[src/rtl/cdb_writeback_scheduler_pkg.sv]
// Defaults for the CDB writeback scheduler.
//   CDB_QDEPTH       : entries per FU completion queue (power of two, >= 2)
//   CDB_STARVE_LIMIT : wait cycles before a queue head is forced onto the bus
package cdb_writeback_scheduler_pkg;
    localparam int CDB_QDEPTH       = 2;
    localparam int CDB_STARVE_LIMIT = 8;
endpackage

[src/rtl/rv32i_types.sv]
// Shared core types.
//   TOTAL_FU    : number of functional units that complete onto the CDB
//   cdb_entry_t : payload broadcast on the Common Data Bus
package rv32i_types;
    localparam int TOTAL_FU = 5;

    typedef struct packed {
        logic [4:0]  rd;
        logic [31:0] value;
    } cdb_entry_t;
endpackage

[src/rtl/cdb_writeback_scheduler_fu_queue.sv]
// Per-FU completion FIFO with a head wait counter.
//   clk, rst_n : clock, asynchronous active-low reset
//   push       : write push_data (caller guarantees !full)
//   pop        : head was granted the CDB this cycle
//   hold       : CDB stalled; wait counter freezes
//   full/empty : occupancy flags
//   head       : oldest entry
//   starved    : head has waited STARVE_LIMIT arbitration cycles
module cdb_fu_queue
    import rv32i_types::*;
#(
    parameter int DEPTH        = 2,
    parameter int STARVE_LIMIT = 8
) (
    input  logic       clk,
    input  logic       rst_n,
    input  logic       push,
    input  cdb_entry_t push_data,
    input  logic       pop,
    input  logic       hold,
    output logic       full,
    output logic       empty,
    output cdb_entry_t head,
    output logic       starved
);
    localparam int PW = $clog2(DEPTH);
    localparam int CW = PW + 1;
    localparam int WW = $clog2(STARVE_LIMIT + 1);

    cdb_entry_t    mem [DEPTH];
    logic [PW-1:0] rd_ptr;
    logic [PW-1:0] wr_ptr;
    logic [CW-1:0] count;
    logic [WW-1:0] wait_cnt;
    logic          do_push;
    logic          do_pop;

    assign full    = (count == CW'(DEPTH));
    assign empty   = (count == '0);
    assign head    = mem[rd_ptr];
    assign starved = (wait_cnt == WW'(STARVE_LIMIT));
    assign do_push = push && !full;
    assign do_pop  = pop && !empty;

    // Payload storage carries no reset; occupancy is tracked by count.
    always_ff @(posedge clk) begin
        if (do_push) begin
            mem[wr_ptr] <= push_data;
        end
    end

    always_ff @(posedge clk or negedge rst_n) begin
        if (!rst_n) begin
            rd_ptr   <= '0;
            wr_ptr   <= '0;
            count    <= '0;
            wait_cnt <= '0;
        end else begin
            if (do_push) wr_ptr <= wr_ptr + PW'(1);
            if (do_pop)  rd_ptr <= rd_ptr + PW'(1);
            case ({do_push, do_pop})
                2'b10:   count <= count + CW'(1);
                2'b01:   count <= count - CW'(1);
                default: count <= count;
            endcase
            // A popped head is replaced by a fresh one, so the count restarts.
            if (empty || do_pop) begin
                wait_cnt <= '0;
            end else if (!hold && !starved) begin
                wait_cnt <= wait_cnt + WW'(1);
            end
        end
    end
endmodule

[src/rtl/cdb_writeback_scheduler.sv]
// Buffers FU completions and schedules one per cycle onto the CDB.
//   clk, rst_n          : clock, asynchronous active-low reset
//   fu_req_valid/data   : FU completion request and payload (per FU)
//   fu_req_ready        : queue can accept (transfer on valid && ready)
//   cdb_hold            : scoreboard stall, no pop this cycle
//   cdb_valid/data/src  : registered broadcast and its source FU index
module cdb_writeback_scheduler
    import rv32i_types::*;
    import cdb_writeback_scheduler_pkg::*;
#(
    parameter int NUM_FU       = TOTAL_FU,
    parameter int QDEPTH       = CDB_QDEPTH,
    parameter int STARVE_LIMIT = CDB_STARVE_LIMIT
) (
    input  logic                      clk,
    input  logic                      rst_n,
    input  logic [NUM_FU-1:0]         fu_req_valid,
    input  cdb_entry_t                fu_req_data [NUM_FU],
    output logic [NUM_FU-1:0]         fu_req_ready,
    input  logic                      cdb_hold,
    output logic                      cdb_valid,
    output cdb_entry_t                cdb_data,
    output logic [$clog2(NUM_FU)-1:0] cdb_src
);
    localparam int SW = $clog2(NUM_FU);

    logic [NUM_FU-1:0] full;
    logic [NUM_FU-1:0] empty;
    logic [NUM_FU-1:0] starved;
    logic [NUM_FU-1:0] pop;
    cdb_entry_t        head [NUM_FU];
    logic [SW-1:0]     rr_ptr;
    logic [SW-1:0]     winner;
    logic              grant;
    int                rr_idx;

    for (genvar g = 0; g < NUM_FU; g++) begin : g_fu
        assign fu_req_ready[g] = !full[g] && rst_n;

        cdb_fu_queue #(
            .DEPTH        (QDEPTH),
            .STARVE_LIMIT (STARVE_LIMIT)
        ) u_queue (
            .clk       (clk),
            .rst_n     (rst_n),
            .push      (fu_req_valid[g] && fu_req_ready[g]),
            .push_data (fu_req_data[g]),
            .pop       (pop[g]),
            .hold      (cdb_hold),
            .full      (full[g]),
            .empty     (empty[g]),
            .head      (head[g]),
            .starved   (starved[g])
        );
    end

    // Loops run from the highest index/offset down so the last match
    // (lowest index, or nearest to rr_ptr) is the one that sticks.
    always_comb begin
        grant  = 1'b0;
        winner = '0;
        rr_idx = 0;
        if (!cdb_hold) begin
            for (int i = NUM_FU - 1; i >= 0; i--) begin
                if (starved[i] && !empty[i]) begin
                    grant  = 1'b1;
                    winner = SW'(i);
                end
            end
            if (!grant) begin
                for (int i = NUM_FU - 1; i >= 0; i--) begin
                    rr_idx = (int'(rr_ptr) + i) % NUM_FU;
                    if (!empty[SW'(rr_idx)]) begin
                        grant  = 1'b1;
                        winner = SW'(rr_idx);
                    end
                end
            end
        end
    end

    always_comb begin
        pop = '0;
        if (grant) pop[winner] = 1'b1;
    end

    always_ff @(posedge clk or negedge rst_n) begin
        if (!rst_n) begin
            rr_ptr    <= '0;
            cdb_valid <= 1'b0;
            cdb_data  <= '0;
            cdb_src   <= '0;
        end else begin
            cdb_valid <= grant;
            if (grant) begin
                cdb_data <= head[winner];
                cdb_src  <= winner;
                rr_ptr   <= (winner == SW'(NUM_FU - 1)) ? '0 : winner + SW'(1);
            end
        end
    end
endmodule

[config.mk]
export PLATFORM = sky130hd
export DESIGN_NAME = cdb_writeback_scheduler
export DESIGN_NICKNAME = d
export VERILOG_FILES = /design/src/rtl/cdb_writeback_scheduler_pkg.sv /design/src/rtl/rv32i_types.sv /design/src/rtl/cdb_writeback_scheduler_fu_queue.sv /design/src/rtl/cdb_writeback_scheduler.sv
export SDC_FILE = /design/constraint.sdc
export NUM_CORES = 1
export LEC_CHECK = 0
export BUFFER_PORTS_ARGS = -buffer_cell sky130_fd_sc_hd__buf_2
export CORE_MARGIN = 5
export CORE_UTILIZATION = 55
export CTS_BUF_LIST = sky130_fd_sc_hd__clkbuf_8
export CTS_CLUSTER_SIZE = 30
export DETAILED_ROUTE_END_ITERATION = 12
export PLACE_DENSITY_LB_ADDON = 0.2
export SKIP_LAST_GASP = 1
export SLEW_MARGIN = 10
export SYNTH_ARGS = -nofsm -noshare
export SYNTH_HDL_FRONTEND = slang
export SYNTH_SLANG_ARGS = --single-unit
[constraint.sdc]
create_clock -name clk -period 14.6 [get_ports clk]
set_input_delay 2.92 -clock clk [delete_from_list [all_inputs] [get_ports clk]]
set_output_delay 2.92 -clock clk [all_outputs]
set_load 0.1 [all_outputs]
# ---- Yosys cells after proc, flatten, opt, wreduce, memory -nomap -nowiden
# Memories as Yosys holds them, arrays and structs flattened.
# Index checks and enable logic that the tools add are counted.
dict set report word_totals {
  mem_bits_ro 0
  latchBits 0
  ram_bits 370
  register_bits 84
  memories 5
  inputBits 193
  elab_cells 234
  out_inout_bits 46
}
dict set report classes {
  reduce_logical 67
  mul 0
  div 5
  eq_ne 21
  n_lt_le_gt_ge 8
  n_mux 72
  n_bitwise 1
  n_shift 0
  addsub 30
}
# name words word_bits read_ports rd_clocked_by_memory_dff wr line
set memory_table {}
lappend memory_table {{g_fu[0].u_queue.mem} 2 37 1 0 1 cdb_writeback_scheduler_fu_queue.sv:30} ;# cdb_entry_t mem [DEPTH];
lappend memory_table {{g_fu[1].u_queue.mem} 2 37 1 0 1 cdb_writeback_scheduler_fu_queue.sv:30}
lappend memory_table {{g_fu[2].u_queue.mem} 2 37 1 0 1 cdb_writeback_scheduler_fu_queue.sv:30}
lappend memory_table {{g_fu[3].u_queue.mem} 2 37 1 0 1 cdb_writeback_scheduler_fu_queue.sv:30}
lappend memory_table {{g_fu[4].u_queue.mem} 2 37 1 0 1 cdb_writeback_scheduler_fu_queue.sv:30}
# operator count
set op_table {}
lappend op_table {{$mod A32 B4 Y32 const B} 4}
lappend op_table {{$bmux W37 S3} 1}
lappend op_table {{$mux W37} 2}
lappend op_table {{$mux W4} 10}
lappend op_table {{$mux W3} 13}
lappend op_table {{$mux W1} 34}
lappend op_table {{$mod A4 B4 Y32 const B} 1}
lappend op_table {{$logic_and A1 B1 Y1} 31}
lappend op_table {{$lt A3 B5 Y1 const B} 5}
lappend op_table {{$add A4 B1 Y4 const B} 5}
lappend op_table {{$eq A2 B2 Y1 const B} 10}
lappend op_table {{$eq A4 B4 Y1 const B} 5}
lappend op_table {{$pmux W2 S2} 5}
lappend op_table {{$reduce_bool A2 Y1} 10}
lappend op_table {{$logic_not A1 Y1} 16}
lappend op_table {{$bmux W1 S3} 5}
lappend op_table {{$add A1 B1 Y1 const B} 10}
lappend op_table {{$add A2 B1 Y2 const B} 5}
lappend op_table {{$eq A2 B1 Y1 const B} 5}
lappend op_table {{$logic_not A2 Y1} 5}
lappend op_table {{$sub A2 B1 Y2 const B} 5}
lappend op_table {{$add A3 B2 Y4 const B} 2}
lappend op_table {{$logic_or A1 B1 Y1} 5}
lappend op_table {{$mux W5} 1}
lappend op_table {{9 further kinds} 9}

# ---- Logic depth before layout (Yosys ltp)
dict set report depth {
  depth_word 23
  mapped_depth 28
  mapped_depth_nobuf 24
}

# ---- By module
# Synthesis repeated with hierarchy kept, for this count alone.
dict set report hier_totals {
  hier_cells 1380
  area_unflattened_um2 20576.0
}
# module cells_each n_inst area_per_inst_um2 seq_area_each_um2
set modules_own_cells {}
lappend modules_own_cells {cdb_fu_queue 157 5 3095.5 2422.3}
lappend modules_own_cells {cdb_writeback_scheduler 595 1 5098.6 1101.1}

# ---- Worst setup path after synthesis
# OpenSTA, ideal clock, no wires.
dict set report synth_path {
  kind {input to output}
  start {input rst_n}
  end {output fu_req_ready[0]}
  n_path_buf 0
  path_slack_ps 6485
  arrival_time_ps 5195
  path_stages 1
  required_time_ps 11680
  cell_sequence {a21boi_0}
}
dict set report synth_between {
  elab_chain_len 1
}
# element line
set synth_rtl {}
lappend synth_rtl {{start, declared} cdb_writeback_scheduler.sv:16} ;# input logic rst_n,
lappend synth_rtl {{$logic_and A1 B1 Y1} cdb_writeback_scheduler.sv:38} ;# assign fu_req_ready[g] = !full[g] && rst_n;
lappend synth_rtl {{end, declared} cdb_writeback_scheduler.sv:19} ;# output logic [NUM_FU-1:0] fu_req_ready,
# No other way between the ends.

# ---- Final worst setup path
# Same ends and word-level chain as after synthesis.

==> impl_metrics.env <==
export IMPL_status="finished, final reports clean"
export IMPL_synth_area_sq_um=20030
export IMPL_async_reset_ff_share_pct=18.50
export IMPL_grt_max_degree=78
export IMPL_gp_routability_congestion=0.9240
export IMPL_reg2reg_slack_ns=7.50
export IMPL_core_area_sq_um=36260
export IMPL_die_area_sq_um=40340
export IMPL_dp_hpwl_um=34100
export IMPL_crit_family="buffers and inverters"
export IMPL_cts_tree="built"
export IMPL_hold_depth=2
export IMPL_path_buf_inv=2
export IMPL_cellPowerDensity_nw_per_um2=242.4
export IMPL_netlist_instances=1408
export IMPL_cts_setup_buffers=0
export IMPL_crit_path_max_fanout=38
export IMPL_die_h_um=200.9
export IMPL_worst_r2r_cell_count=22
export IMPL_crit_required_ns=11.68
export IMPL_clock_latency_ns=0.60
export IMPL_crit_path_top_delay_cell="buf_2"
export IMPL_rsz0062_at_grt="false"
export IMPL_core_rowCount=70
export IMPL_cts_sinks=454
export IMPL_final_hold_viol_count=0
export IMPL_slew_violations=0
export IMPL_netlist_area_leader_share_pct=55.46
export IMPL_yosysMostFrequentCell="edfxtp_1"
export IMPL_synth_warnings=0
export IMPL_fin_crit_sh_pct=48.86
export IMPL_grt_pass1_vias=13141
export IMPL_final_setup_skew_ns=0.01978
export IMPL_syn_nets=1640
export IMPL_hp_class="flop to flop"
export IMPL_nFillCells=2800
export IMPL_drive_gt1_share_pct=23.55
export IMPL_cts_root_buf="clkbuf_8"
export IMPL_wl_um=50190
export IMPL_synth_top_area_cell="edfxtp_1"
export IMPL_port_buffers=238
export IMPL_setup_viol=0
export IMPL_rr_startpoint="rr_ptr[1]"
export IMPL_timing_slew_headroom_pct=21.92
export IMPL_antenna_found_initial=24
export IMPL_synth_seq_area_share_pct=65.95
export IMPL_slowest_delay_ns=0.50
export IMPL_max_cap_violations=0
export IMPL_clockBufferDepth=3
export IMPL_fp_dieW_um=200.9
export IMPL_firstDrtPassIters=5
export IMPL_drc=0
export IMPL_finalCriticalPeriod_ns=7.133
export IMPL_hold_path_endpoint="cdb_src[0]"
export IMPL_synth_edf_count=370
export IMPL_hold_buffers=0
export IMPL_crit_type="primary input to output port"
export IMPL_worst_slack_ns=7.467
export IMPL_grt_pass1_wl_um=76250
export IMPL_max_freq_mhz=140.2
export IMPL_ys_seq_elements=454
export IMPL_leakage_nw=9.004
export IMPL_cts_repair_resize_count=0
export IMPL_ios=239
export IMPL_via_per_inst=5.761
export IMPL_htreeDepth=3
export IMPL_yosys_most_used_dff="edfxtp_1"
export IMPL_crit_chain="buf_4 > a21boi_0 > buf_2"
export IMPL_drtAntennaViolNets=0
export IMPL_synthTopCellsByCount="edfxtp_1 (370), mux2i_1 (135), a211oi_1 (101), dfrtp_1 (84), nand2_1 (78)"
export IMPL_grt_overflow_total=0
export IMPL_arrival_ns=4.21
export IMPL_ys_types=91
export IMPL_drt_iter0_markers=813
export IMPL_cts_made_buffers=72
export IMPL_synth_area_top_cells="edfxtp_1 (55%), dfrtp_1 (10%), mux2i_1 (6.7%)"
export IMPL_hp_start="cdb_src[0]"
export IMPL_avgRoutedWirePerCell_um=22.81
export IMPL_worst_pin_slew_ns=1.171
export IMPL_nets=1897
export IMPL_pre_cts_slack_ns=7.431
export IMPL_clk_pin_slew_ns=0.06
export IMPL_syn_to_final_growth_pct=14.63
export IMPL_grt_usage_pct=24.74
export IMPL_setup_tns_ns=0
export IMPL_avgSynthCellArea_sq_um=14.23
export IMPL_crit_path_start_kind="primary input"
export IMPL_cp_end_kind="output port"
export IMPL_worstReg2RegEnd="g_fu[1].u_queue.count[1]"
export IMPL_ir_drop_uv=190.2
export IMPL_num_vias=12674
export IMPL_initial_core_util_pct=55.25
==> cells in the final DEF, fill, tap and decap left out, drive strengths merged, types with 18 or more instances in the layout <==
master and count:
nor2b 68, dfrtp 84, a211oi 104, clkinv 18
nand2 78, nor3 20, buf 256, xnor2 31
inv 69, a211o 34, o21ai 46, nor2 61
xor2 18, a21oi 56, mux2i 135, ha 39
edfxtp 370, clkbuf 80
==> power breakdown <==
part	total, mW	internal (mW)	switching, mW
registers	1.83	1.67	0.153
clock network	0.991	0.519	0.472
logic	2.75	0.870	1.88
total	5.57	3.06	2.50
==> kinds of logic (layout without fill, tap and decap cells) <==
group / Yosys count / after routing / synth area share, %
buf+inv: 113 / 425 / 2.779
xor+xnor: 49 / 49 / 2.273
compound gates: 317 / 317 / 11.41
fa+ha+maj: 39 / 39 / 2.436
flops: 454 / 454 / 65.95
simple gates: 289 / 289 / 7.601
mux: 147 / 147 / 7.551
other cells: 0 / 12 / 0
==> sequential cells by signal (all words and copies together), names as in the netlist <==
name	count
cdb_data	37
g_fu.u_queue.wait_cnt	20
cdb_src	3
g_fu.u_queue.rd_ptr	5
g_fu.u_queue.wr_ptr	5
g_fu.u_queue.count	10
g_fu.u_queue.mem	370
rr_ptr	3
cdb_valid	1
==> worst min-delay path, stage by stage (launching register included) <==
cell and delay (ns):
dfrtp_1 0.35, nand2_1 0.05, nand2_1 0.05
==> worst max path at each step <==
stage                    from                       end  slack [ns]  cells past startpoint
floorplan               rst_n           fu_req_ready[0]        6.49                      1
global placement        rst_n           fu_req_ready[3]        7.47                      3
detailed placement      rst_n           fu_req_ready[0]        7.43                      3
CTS                     rst_n           fu_req_ready[0]        7.43                      3
global route        rr_ptr[1]  g_fu[1].u_queue.count[1]        7.07                     22
finish                  rst_n           fu_req_ready[0]        7.47                      3
==> per-stage QoR <==
| step | hold slack, ns | total power, mW | instance area, sq um | instances | utilization [%] |
|---|---|---|---|---|---|
| 2_1_floorplan | 0.4608 | 3.949 | 20030 | 1408 | - |
| 3_3_place_gp | 0.4722 | 4.559 | 21610 | 2059 | 59.59 |
| 3_5_place_dp | 0.4710 | 4.614 | 21610 | 2059 | 59.59 |
| 4_1_cts | 0.4924 | 5.613 | 22930 | 2188 | 63.25 |
| 5_1_grt | 0.5383 | 5.889 | 22960 | 2197 | 63.31 |
| 6_report | 0.4885 | 5.566 | 22960 | 2200 | 63.33 |
==> area by class of cell <==
class | instances | area [sq um] | area share [%]
repair buffers | 256 | 1329 | 5.786
multi-input cells | 841 | 6321 | 27.53
flip-flops and latches | 454 | 13220 | 57.56
inverters | 40 | 152.6 | 0.6647
clock inverters | 49 | 226.5 | 0.9862
diodes | 12 | 30.03 | 0.1308
clock buffers | 80 | 1101 | 4.795
well taps | 468 | 585.6 | 2.550
==> metal layers <==
layer / track usage [%] / vias to the layer above / part of all wire, %
met4: 10.55 / 24 / 3.1
li1: - / 5900 / -
met3: 6.527 / 102 / 6.9
met1: 29.95 / 6257 / 39
met2: 42.24 / 391 / 51
met5: 0 / - / 0.31
Note: power is estimated with default switching activity, not from simulation.
